--- src/rtl/seg7_scan_ctrl_if.sv ---
// Write port and display-drive signals of the 4-digit multiplexed 7-segment scan controller.
// master = writer/board side, slave = scan controller.
interface seg7_scan_ctrl_if;
  logic        enable;
  logic        wr_en;
  logic [15:0] wr_data;
  logic [3:0]  wr_dp;
  logic        wr_ack;
  logic [3:0]  an;
  logic [6:0]  seg;
  logic        dp;
  logic        frame_done;

  modport master (
    output enable, wr_en, wr_data, wr_dp,
    input  wr_ack, an, seg, dp, frame_done
  );

  modport slave (
    input  enable, wr_en, wr_data, wr_dp,
    output wr_ack, an, seg, dp, frame_done
  );
endinterface

--- src/rtl/seg7_scan_ctrl.sv ---
// 4-digit multiplexed 7-segment scan controller with a pending/display register pair.
// New values are committed only at the digit 3 -> 0 wrap, so a frame is never torn.
module seg7_scan_ctrl #(
  parameter int SCAN_DIV = 50000,
  parameter bit BLANK_LZ = 1'b1
) (
  input logic             clk,
  input logic             reset,
  seg7_scan_ctrl_if.slave bus
);

  localparam int            CW       = $clog2(SCAN_DIV);
  localparam logic [CW-1:0] CNT_LAST = CW'(SCAN_DIV - 1);

  logic [CW-1:0] cnt_r;
  logic [1:0]    idx_r;
  logic [15:0]   disp_r;
  logic [3:0]    disp_dp_r;
  logic [15:0]   pend_data_r;
  logic [3:0]    pend_dp_r;
  logic          pend_valid_r;
  logic          wr_ack_r;
  logic          frame_done_r;
  logic [3:0]    an_r;
  logic [6:0]    seg_r;
  logic          dp_r;

  logic          tick_s;
  logic          wrap_s;
  logic          commit_s;
  logic [CW-1:0] cnt_n_s;
  logic [1:0]    idx_n_s;
  logic [15:0]   disp_n_s;
  logic [3:0]    disp_dp_n_s;
  logic [3:0]    nib_s;
  logic [3:0]    an_n_s;
  logic [6:0]    seg_n_s;
  logic          dp_n_s;

  function automatic logic [6:0] hex_to_seg(input logic [3:0] nib);
    logic [6:0] seg_v;
    case (nib)
      4'h0: seg_v = 7'h40;
      4'h1: seg_v = 7'h79;
      4'h2: seg_v = 7'h24;
      4'h3: seg_v = 7'h30;
      4'h4: seg_v = 7'h19;
      4'h5: seg_v = 7'h12;
      4'h6: seg_v = 7'h02;
      4'h7: seg_v = 7'h78;
      4'h8: seg_v = 7'h00;
      4'h9: seg_v = 7'h10;
      4'hA: seg_v = 7'h08;
      4'hB: seg_v = 7'h03;
      4'hC: seg_v = 7'h46;
      4'hD: seg_v = 7'h21;
      4'hE: seg_v = 7'h06;
      4'hF: seg_v = 7'h0E;
      default: seg_v = 7'h7F;
    endcase
    return seg_v;
  endfunction

  // Digit i is a leading zero when it and every digit above it are zero; digit 0 always shows.
  function automatic logic is_blank(input logic [15:0] val, input logic [1:0] digit);
    logic blank_v;
    case (digit)
      2'd3:    blank_v = (val[15:12] == 4'h0);
      2'd2:    blank_v = (val[15:8] == 8'h00);
      2'd1:    blank_v = (val[15:4] == 12'h000);
      default: blank_v = 1'b0;
    endcase
    return BLANK_LZ && blank_v;
  endfunction

  // Next-state scan position, commit decision and next display drive.
  always_comb begin
    tick_s      = 1'b0;
    wrap_s      = 1'b0;
    commit_s    = 1'b0;
    cnt_n_s     = cnt_r;
    idx_n_s     = idx_r;
    disp_n_s    = disp_r;
    disp_dp_n_s = disp_dp_r;
    nib_s       = 4'h0;
    an_n_s      = 4'b1111;
    seg_n_s     = 7'h7F;
    dp_n_s      = 1'b1;

    if (bus.enable && (cnt_r == CNT_LAST)) begin
      tick_s = 1'b1;
    end else begin
      tick_s = 1'b0;
    end
    wrap_s   = tick_s && (idx_r == 2'd3);
    commit_s = wrap_s && pend_valid_r;

    if (!bus.enable) begin
      cnt_n_s = cnt_r;
    end else if (tick_s) begin
      cnt_n_s = '0;
    end else begin
      cnt_n_s = cnt_r + CW'(1);
    end

    if (tick_s) begin
      idx_n_s = idx_r + 2'd1;
    end else begin
      idx_n_s = idx_r;
    end

    if (commit_s) begin
      disp_n_s    = pend_data_r;
      disp_dp_n_s = pend_dp_r;
    end else begin
      disp_n_s    = disp_r;
      disp_dp_n_s = disp_dp_r;
    end

    case (idx_n_s)
      2'd0:    begin an_n_s = 4'b1110; nib_s = disp_n_s[3:0];   end
      2'd1:    begin an_n_s = 4'b1101; nib_s = disp_n_s[7:4];   end
      2'd2:    begin an_n_s = 4'b1011; nib_s = disp_n_s[11:8];  end
      2'd3:    begin an_n_s = 4'b0111; nib_s = disp_n_s[15:12]; end
      default: begin an_n_s = 4'b1111; nib_s = 4'h0;            end
    endcase

    if (is_blank(disp_n_s, idx_n_s)) begin
      seg_n_s = 7'h7F;
    end else begin
      seg_n_s = hex_to_seg(nib_s);
    end
    dp_n_s = ~disp_dp_n_s[idx_n_s];

    if (!bus.enable) begin
      an_n_s  = 4'b1111;
      seg_n_s = 7'h7F;
      dp_n_s  = 1'b1;
    end else begin
      an_n_s  = an_n_s;
    end
  end

  // Prescaler, digit index and the pending/display register pair.
  always_ff @(posedge clk or posedge reset) begin
    if (reset) begin
      cnt_r        <= '0;
      idx_r        <= 2'd0;
      disp_r       <= 16'h0000;
      disp_dp_r    <= 4'h0;
      pend_data_r  <= 16'h0000;
      pend_dp_r    <= 4'h0;
      pend_valid_r <= 1'b0;
    end else begin
      cnt_r     <= cnt_n_s;
      idx_r     <= idx_n_s;
      disp_r    <= disp_n_s;
      disp_dp_r <= disp_dp_n_s;
      // A write in the commit cycle lands in pending and waits for the next wrap.
      if (bus.wr_en) begin
        pend_data_r  <= bus.wr_data;
        pend_dp_r    <= bus.wr_dp;
        pend_valid_r <= 1'b1;
      end else if (commit_s) begin
        pend_valid_r <= 1'b0;
      end
    end
  end

  // Registered display drive and status pulses.
  always_ff @(posedge clk or posedge reset) begin
    if (reset) begin
      an_r         <= 4'b1110;
      seg_r        <= 7'h40;
      dp_r         <= 1'b1;
      wr_ack_r     <= 1'b0;
      frame_done_r <= 1'b0;
    end else begin
      an_r         <= an_n_s;
      seg_r        <= seg_n_s;
      dp_r         <= dp_n_s;
      wr_ack_r     <= commit_s;
      frame_done_r <= wrap_s;
    end
  end

  assign bus.an         = an_r;
  assign bus.seg        = seg_r;
  assign bus.dp         = dp_r;
  assign bus.wr_ack     = wr_ack_r;
  assign bus.frame_done = frame_done_r;

endmodule

--- src/flat_wrapper.sv ---
// flat-port wrapper written by rule: the top's interface ports become plain ports
module seg7_scan_ctrl_flat 
#(
  parameter int SCAN_DIV = 50000,
  parameter bit BLANK_LZ = 1'b1
)
  (clk, reset, bus_enable, bus_wr_en, bus_wr_data, bus_wr_dp, bus_wr_ack, bus_an, bus_seg, bus_dp, bus_frame_done);
  seg7_scan_ctrl_if bus_i ();
  input logic clk;
  input logic reset;
  input wire logic [$bits(bus_i.enable)-1:0] bus_enable;
  input wire logic [$bits(bus_i.wr_en)-1:0] bus_wr_en;
  input wire logic [$bits(bus_i.wr_data)-1:0] bus_wr_data;
  input wire logic [$bits(bus_i.wr_dp)-1:0] bus_wr_dp;
  output wire logic [$bits(bus_i.wr_ack)-1:0] bus_wr_ack;
  output wire logic [$bits(bus_i.an)-1:0] bus_an;
  output wire logic [$bits(bus_i.seg)-1:0] bus_seg;
  output wire logic [$bits(bus_i.dp)-1:0] bus_dp;
  output wire logic [$bits(bus_i.frame_done)-1:0] bus_frame_done;
  assign bus_i.enable = bus_enable;
  assign bus_i.wr_en = bus_wr_en;
  assign bus_i.wr_data = bus_wr_data;
  assign bus_i.wr_dp = bus_wr_dp;
  assign bus_wr_ack = bus_i.wr_ack;
  assign bus_an = bus_i.an;
  assign bus_seg = bus_i.seg;
  assign bus_dp = bus_i.dp;
  assign bus_frame_done = bus_i.frame_done;
  seg7_scan_ctrl #(.SCAN_DIV(SCAN_DIV), .BLANK_LZ(BLANK_LZ)) u_core (.clk(clk), .reset(reset), .bus(bus_i));
endmodule
--- config.mk ---
export PLATFORM = sky130hd
export DESIGN_NAME = seg7_scan_ctrl_flat
export DESIGN_NICKNAME = d
export VERILOG_FILES = /design/src/rtl/seg7_scan_ctrl_if.sv /design/src/rtl/seg7_scan_ctrl.sv /design/src/flat_wrapper.sv
export SDC_FILE = /design/constraint.sdc
export NUM_CORES = 1
export LEC_CHECK = 0
export CORE_UTILIZATION = 55
export DETAILED_ROUTE_END_ITERATION = 6
export MAX_ROUTING_LAYER = met4
export PLACE_DENSITY_LB_ADDON = 0.12
export SLEW_MARGIN = 15
export SYNTH_ARGS = -nofsm -noshare
export SYNTH_HDL_FRONTEND = slang
export SYNTH_SLANG_ARGS = --single-unit
--- constraint.sdc ---
create_clock -name clk -period 3.4 [get_ports clk]
set_input_delay 0.34 -clock clk [delete_from_list [all_inputs] [get_ports clk]]
set_output_delay 0.34 -clock clk [all_outputs]
set_load 0.03 [all_outputs]
==> metrics.md, run 1 <==
| Metric | Value |
|---|---|
| HP Class | in2async |
| Root Buffer Master | clkbuf_8 |
| Share of the synthesized area in the top cell type | 46.7% |
| Leading cell type in the layout, fill and taps excluded | dfrtp_1 |
| Largest net degree at the start of global routing | 74 |
| Worst Setup End Kind | flop |
| Multi-input gate area | roughly 1700 um^2 |
| PnR worst setup slack | roughly 0.24 ns |
| R2R Setup Slk | roughly 0.24 ns |
| Post-CTS sizing | 0 |
| Worst Max-Slew Pin Slew | approximately 1 ns |
| Endpoints failing hold | 0 |
| DP Worst Slack | 0.168 ns |
| CP max stage cell | dfrtp_1 |
| CP max FO | 6 |
| Routed Wire Length | 7.05 mm |
| Chip Height | 83.4 um |
| # rows | 29 |
| Min Tclk post-route | 3.16 ns |
| H-tree levels | 3 |
| Fraction of layout cells with a size suffix above 1 | between 20 and 30% |
| Total track usage | between 20% and 30% |
| GRT overflow | 0 |
| Final TNS setup | 0 ns |
| Worst VDD drop | about 380 uV |
| Drt drc | 0 |
| Max-Cap Viols | 0 |
| Synth cell types | 48 |
| Die ar. | between 6000 and 7000 um^2 |
| Area Growth Syn to Fin | 20.3% |
| Clk sinks | between 70 and 80 |
| Worst EP required | between 3 and 4 ns |
| Antenna diode instance count | 0 |
| Rel. slew slack | around a third |
| Pins over their slew limit | 0 |
| Buffer depth of the longest clock path | 2 |
| Ranking of synthesized cells by area | dfrtp_1 (47%), mux2_2 (13%), mux4_2 (6.2%) |
| Post-DRT Antenna Nets | 0 |
| Final Wtd Congestion | ~0.86 |
| Die width | about 83 um |
| Postcts setup bufs | 0 |
| DP Area | between 4000 and 5000 um^2 |
| Tcrit/Tclk final | between 90 and 100% |
| Via count | about 2.5k |
| Worst hold margin | between 0.3 and 0.4 ns |
| Dpl cells | between 400 and 500 |
| Worst setup path end | u_core.bus.seg[0]$_DFF_PP0_ |
| Synthesized flop and latch total | between 70 and 80 |
| PD cells | 442 nW/um^2 |
| IO buf count | 37 |
| Initial Utilization | about 57% |
| CP arrival | 3.35 ns |
| Commonest register cell after synthesis | dfrtp_1 |
| Setup violators final | 0 |
| Post-CTS Hold Buffers | 0 |
| Crit path launch type | flop |
| Routed vias/inst | ~6 |
| Finished Cell Area | between 4000 and 5000 um^2 |
| Total nets after synthesis | 319 |
| Mapped Cells | a little under 300 |
| R2R depth | 10 |
| Ys Warns | 0 |
| I/O pin count | 38 |
| Cell Area, Synth | between 3000 and 4000 um^2 |
| Seq/Total Area, Yosys | about 50% |
| Crit path launch | u_core.cnt_r[0]$_DFFE_PP0P_ |
| Worst R2R End | u_core.bus.seg[0]$_DFF_PP0_ |
| Core ar. | approximately 6400 um^2 |
| CTS Buf Count | 9 |
| Most frequent cells in the layout | dfrtp_1 (68), mux2_2 (42), clkdlybuf4s50_1 (37) |
| Nets | approximately 370 |
| Async S/R FF share, synth | between 90% and 100% |
| 1st-iter DRT viols | 156 |
| Final non-filler cell total | 417 |
| Static Leakage | 0.00203 uW |
| Post-synth top area cell | dfrtp_1 |
| Number of global-route vias before repair | 2557 |
| Reg2reg start | u_core.cnt_r[0]$_DFFE_PP0P_ |
| DRT Pass-1 Iters | 4 |
| Setup Skew | about 0.011 ns |
| Routed WL per cell | ~17 um |
| CTS tree | built |
| Fill cells | 490 |
| Max Freq | about 0.32 GHz |
| Worst-Skew Late Latency | between 0.3 and 0.4 ns |
| Sequential Area | ~1800 um^2 |
| Post-synth EDFFs | 0 |
| Clk slew on worst S/H paths | about 0.08 ns |
| Synthesized area per cell | approximately 13 um^2 |
| Status | complete, no violations |
| Setup CP Type | reg2reg |
| Post-DP HPWL | 4.94 mm |
| Worst path cell trace | ha_1 -> and4_1 -> nand4_1 -> mux2i_1 -> mux4_2 -> mux2i_2 -> inv_2 -> ha_1 -> nor3_1 -> o31ai_1 |
| Slowest stage delay, CP | between 0.4 and 0.5 ns |
| Cell repeated most along the worst path | ha_1 |
| Global-route wire length before repair | ~13 mm |
| RSZ-0062 raised after global routing | no |
| Initial antenna violation count | 0 |
-- cell families (layout without fill, tap and decap cells) --
group                      after synthesis  after routing  synth area share (%)
muxes                                   69             69                  24.2
xor gates and xnor gates                17             17                  4.30
DFF                                     73             73                  50.3
buffers and inverters                   25             76                  2.99
and+or+nand+nor                         80             80                  12.2
adders and majority gates                6              6                  2.06
AOI/OAI and AO/OA                       19             19                  3.85
-- per-layer routing --
metal	vias up	part of all wire (%)	global-route usage, %	wire length (um)
met4	0	1.6	9.09	114
met3	14	3.3	4.27	232
met2	55	50	37.2	3550
met1	1263	45	31.4	3150
li1	1160	-	-	-
met5	-	0	-	0
-- worst min-delay path by stage --
stage / endpoint / slack, ns / depth (start not counted)
floorplan: u_core.cnt_r[12]$_DFFE_PP0P_ / 0.45 / 1
finish: u_core.cnt_r[7]$_DFFE_PP0P_ / 0.39 / 3
detailed placement: u_core.pend_valid_r$_DFFE_PP0P_ / 0.48 / 1
global route: u_core.cnt_r[5]$_DFFE_PP0P_ / 0.44 / 3
global placement: u_core.pend_valid_r$_DFFE_PP0P_ / 0.47 / 1
CTS: u_core.cnt_r[7]$_DFFE_PP0P_ / 0.40 / 3
-- cells in the mapped netlist (2+ instances only) --
master and number:
or3_1 3, mux4_2 10, ha_1 6, nand4_1 6
nor2_1 10, nand2_1 19, and3_1 3, inv_2 2
and4_1 5, a21oi_1 3, nand3_1 13, mux2_4 2
buf_1 2, dfstp_2 5, or4_1 3, clkbuf_1 8
o221ai_1 3, xnor2_1 9, dfrtp_1 68, mux2i_1 14
o21ai_0 2, nor4_1 3, mux2_2 42, buf_2 3
inv_1 8, o31ai_1 2, nor3_1 8, xor2_1 7
-- area by class of cell --
| class | count | area share, % |
|---|---|---|
| clock buffer | 11 | 3.00 |
| clock inverter | 5 | 2.37 |
| inverter | 10 | 0.857 |
| multi-input combinational | 191 | 38.8 |
| sequential | 73 | 41.8 |
| tap | 77 | 2.20 |
| timing repair buffer | 50 | 11.0 |
-- worst max-delay path: cells and delay by family, from the launching register on --
family / cells / cell delay [ns]
multiplexers: 3 / 1.11
AND/OR/NAND/NOR: 3 / 0.73
adder cells (fa/ha/maj): 2 / 0.50
flip-flops: 1 / 0.43
AO/OA/AOI/OAI: 1 / 0.14
buffers and inverters: 1 / 0.10
-- metrics by stage --
step                utilization [%]  power (uW)
finish                         68.6        1940
global route                   68.6        2020
CTS                            68.6        1960
detailed placement             64.9        1160
global placement               64.9        1150
floorplan                         -        1080
-- registers in the layout, summed over array words and instances (netlist names), 2 cells and up --
name and cells:
u_core.bus.an 4, u_core.bus.seg 7, u_core.cnt_r 16, u_core.disp_dp_r 4, u_core.disp_r 16, u_core.idx_r 2
u_core.pend_data_r 16, u_core.pend_dp_r 4
-- power breakdown --
group          internal [uW]  switching, uW  total, uW  leakage [uW]
clock network            488            310        798      0.000118
logic                   87.2           68.8        156      0.000983
registers                925           58.3        983      0.000925
Power figures use the tool's default switching activity.
==> run 2, diff against run 1 <==
--- a/config.mk
+++ b/config.mk
@@ -5,10 +5,11 @@
 export SDC_FILE = /design/constraint.sdc
 export NUM_CORES = 1
 export LEC_CHECK = 0
+export CORE_MARGIN = 1.5
 export CORE_UTILIZATION = 55
 export DETAILED_ROUTE_END_ITERATION = 6
 export MAX_ROUTING_LAYER = met4
-export PLACE_DENSITY_LB_ADDON = 0.12
+export PLACE_DENSITY = 0.78
 export SLEW_MARGIN = 15
 export SYNTH_ARGS = -nofsm -noshare
 export SYNTH_HDL_FRONTEND = slang
==> metrics.md, run 2 (synthesized netlist as in run 1, its figures left out) <==
| Metric | Value |
|---|---|
| Status | complete, no violations |
| CP arrival | 3.33 ns (-0.02 ns) |
| Routed WL per cell | 17.3 um (+2.3%) |
| Setup CP Type | reg2reg |
| CP max FO | 6 (unchanged) |
| Fraction of layout cells with a size suffix above 1 | 28.2% (unchanged) |
| Post-CTS Hold Buffers | 0 (unchanged) |
| Worst path cell trace | ha_1 -> and4_1 -> nand4_1 -> mux2i_1 -> mux4_2 -> mux2i_2 -> inv_2 -> ha_1 -> mux2_2 -> mux2i_1 -> nand2_1 |
| Total track usage | 22.7% (-1.1 points) |
| CTS Buf Count | 9 (unchanged) |
| Static Leakage | 0.00203 uW (about the same) |
| Clk slew on worst S/H paths | 0.07 ns (about the same) |
| Reg2reg start | u_core.cnt_r[0]$_DFFE_PP0P_ |
| Final Core Density | 68.8% (+0.18 points) |
| Root Buffer Master | clkbuf_8 |
| Post-DRT Antenna Nets | 0 (unchanged) |
| Area Growth Syn to Fin | 20.7% |
| # rows | 29 (unchanged) |
| Initial Utilization | 57.0% (unchanged) |
| Buffer depth of the longest clock path | 2 (unchanged) |
| Largest regs | u_core.cnt_r: 16 flops, u_core.disp_r: 16 flops, u_core.pend_data_r: 16 flops |
| Core ar. | 6390 um^2 (unchanged) |
| Most frequent cells in the layout | dfrtp_1 (68), mux2_2 (42), clkdlybuf4s50_1 (37) |
| IO buf count | 37 (unchanged) |
| Overall power | 2020 uW (+4.1%) |
| Global-route wire length before repair | 12.3 mm (-2.3%) |
| Setup Skew | 0.00620 ns (-0.00499 ns) |
| I/O pin count | 38 (unchanged) |
| Number of global-route vias before repair | 2459 (-3.8%) |
| Post-DP HPWL | 5.19 mm (+5.2%) |
| Finished Cell Area | 4390 um^2 (+0.26%) |
| Crit path launch | u_core.cnt_r[0]$_DFFE_PP0P_ |
| Final Wtd Congestion | 0.865 (+0.44%) |
| Fill cells | 485 (-1.0%) |
| Endpoints failing hold | 0 (unchanged) |
| Routed vias/inst | 5.95 (-0.48%) |
| DRT Pass-1 Iters | 4 (unchanged) |
| RSZ-0062 raised after global routing | no |
| Drt drc | 0 (unchanged) |
| Setup violators final | 0 (unchanged) |
| Leading cell type in the layout, fill and taps excluded | dfrtp_1 |
| Worst VDD drop | 350 uV (-8.4%) |
| Worst EP required | 3.63 ns (+0.03 ns) |
| HP Class | in2async |
| Largest net degree at the start of global routing | 28 (-62%) |
| Slowest stage delay, CP | 0.42 ns (about the same) |
| Worst-Skew Late Latency | 0.35 ns (about the same) |
| Pins over their slew limit | 0 (unchanged) |
| CTS tree | built |
| Antenna diode instance count | 0 (unchanged) |
| PD cells | 459 nW/um^2 (+3.9%) |
| Max-Cap Viols | 0 (unchanged) |
| 1st-iter DRT viols | 116 (-26%) |
| Initial antenna violation count | 0 (unchanged) |
| GRT overflow | 0 (unchanged) |
| Crit path launch type | flop |
| Rel. slew slack | 32.4% (-1.1 points) |
| CP max stage cell | dfrtp_1 |
| Die ar. | 7120 um^2 (+2.4%) |
| Chip Height | 84.4 um (+1.2%) |
| Postcts setup bufs | 0 (unchanged) |
| H-tree levels | 3 (unchanged) |
| Die width | 84.4 um (+1.2%) |
| Worst Setup End Kind | flop |
| Clk sinks | 73 (unchanged) |
| Nets | 365 (unchanged) |
| Via count | 2480 (-0.48%) |
| Max Freq | 0.322 GHz (+1.7%) |
| Tcrit/Tclk final | 91.2% (-1.6 points) |
| Final TNS setup | 0 ns (unchanged) |
| Routed Wire Length | 7.21 mm (+2.3%) |
| Worst Max-Slew Pin Slew | 1.01 ns (+0.0159 ns) |
| Post-CTS sizing | 0 (unchanged) |
| Min Tclk post-route | 3.10 ns (-0.0535 ns) |
| DP Area | 4130 um^2 (-0.30%) |
[run 2: path summary, 6_finish.rpt]
path / endpoint / slack (ns) / depth (start not counted)
max: u_core.bus.seg[3]$_DFF_PP0_ / 0.30 / 11
min: u_core.bus.frame_done$_DFF_PP0_ / 0.35 / 2
max reg2reg: u_core.bus.seg[3]$_DFF_PP0_ / 0.30 / 11
min reg2reg: u_core.cnt_r[12]$_DFFE_PP0P_ / 0.49 / 1
max in group asynchronous: u_core.bus.seg[6]$_DFF_PP1_ / 2.26 / 3
min in group clk: u_core.cnt_r[12]$_DFFE_PP0P_ / 0.49 / 1
[run 2: per-layer routing]
layer / GRT usage [%] / up-vias / wire length [um]
met1: 30.0 / 1262 / 3200
met4: 8.06 / 0 / 89
met2: 35.7 / 62 / 3600
met3: 4.23 / 8 / 322
met5: - / - / 0
li1: - / 1148 / -
[run 2: per-stage QoR]
| stage | setup slack, ns | hold slack (ns) | instances |
|---|---|---|---|
| floorplan | 0.339 | 0.452 | 289 |
| global placement | 0.262 | 0.479 | 401 |
| detailed placement | 0.174 | 0.485 | 401 |
| CTS | 0.303 | 0.358 | 417 |
| global route | 0.0856 | 0.396 | 417 |
| finish | 0.298 | 0.353 | 417 |
[run 2: report_power, final]
part | internal (uW) | switching [uW]
Combinational | 86.0 | 71.3
Sequential | 925 | 57.7
Clock | 562 | 315
[run 2: critical path, delay by kind of cell, from the launching register on]
kind          cells  cell delay, ns
buf+inv           1            0.10
simple gates      3            0.52
mux               5            1.47
flops             1            0.42
fa+ha+maj         2            0.49
[run 2: area by class of cell]
type | instances | area, um^2 | share of cell area (%)
inverters | 10 | 37.5 | 0.854
clock buffers | 11 | 131 | 2.99
flip-flops and latches | 73 | 1830 | 41.7
well taps | 77 | 96.3 | 2.19
repair buffers | 50 | 468 | 10.7
multi-input cells | 191 | 1700 | 38.7
clock inverters | 5 | 128 | 2.91
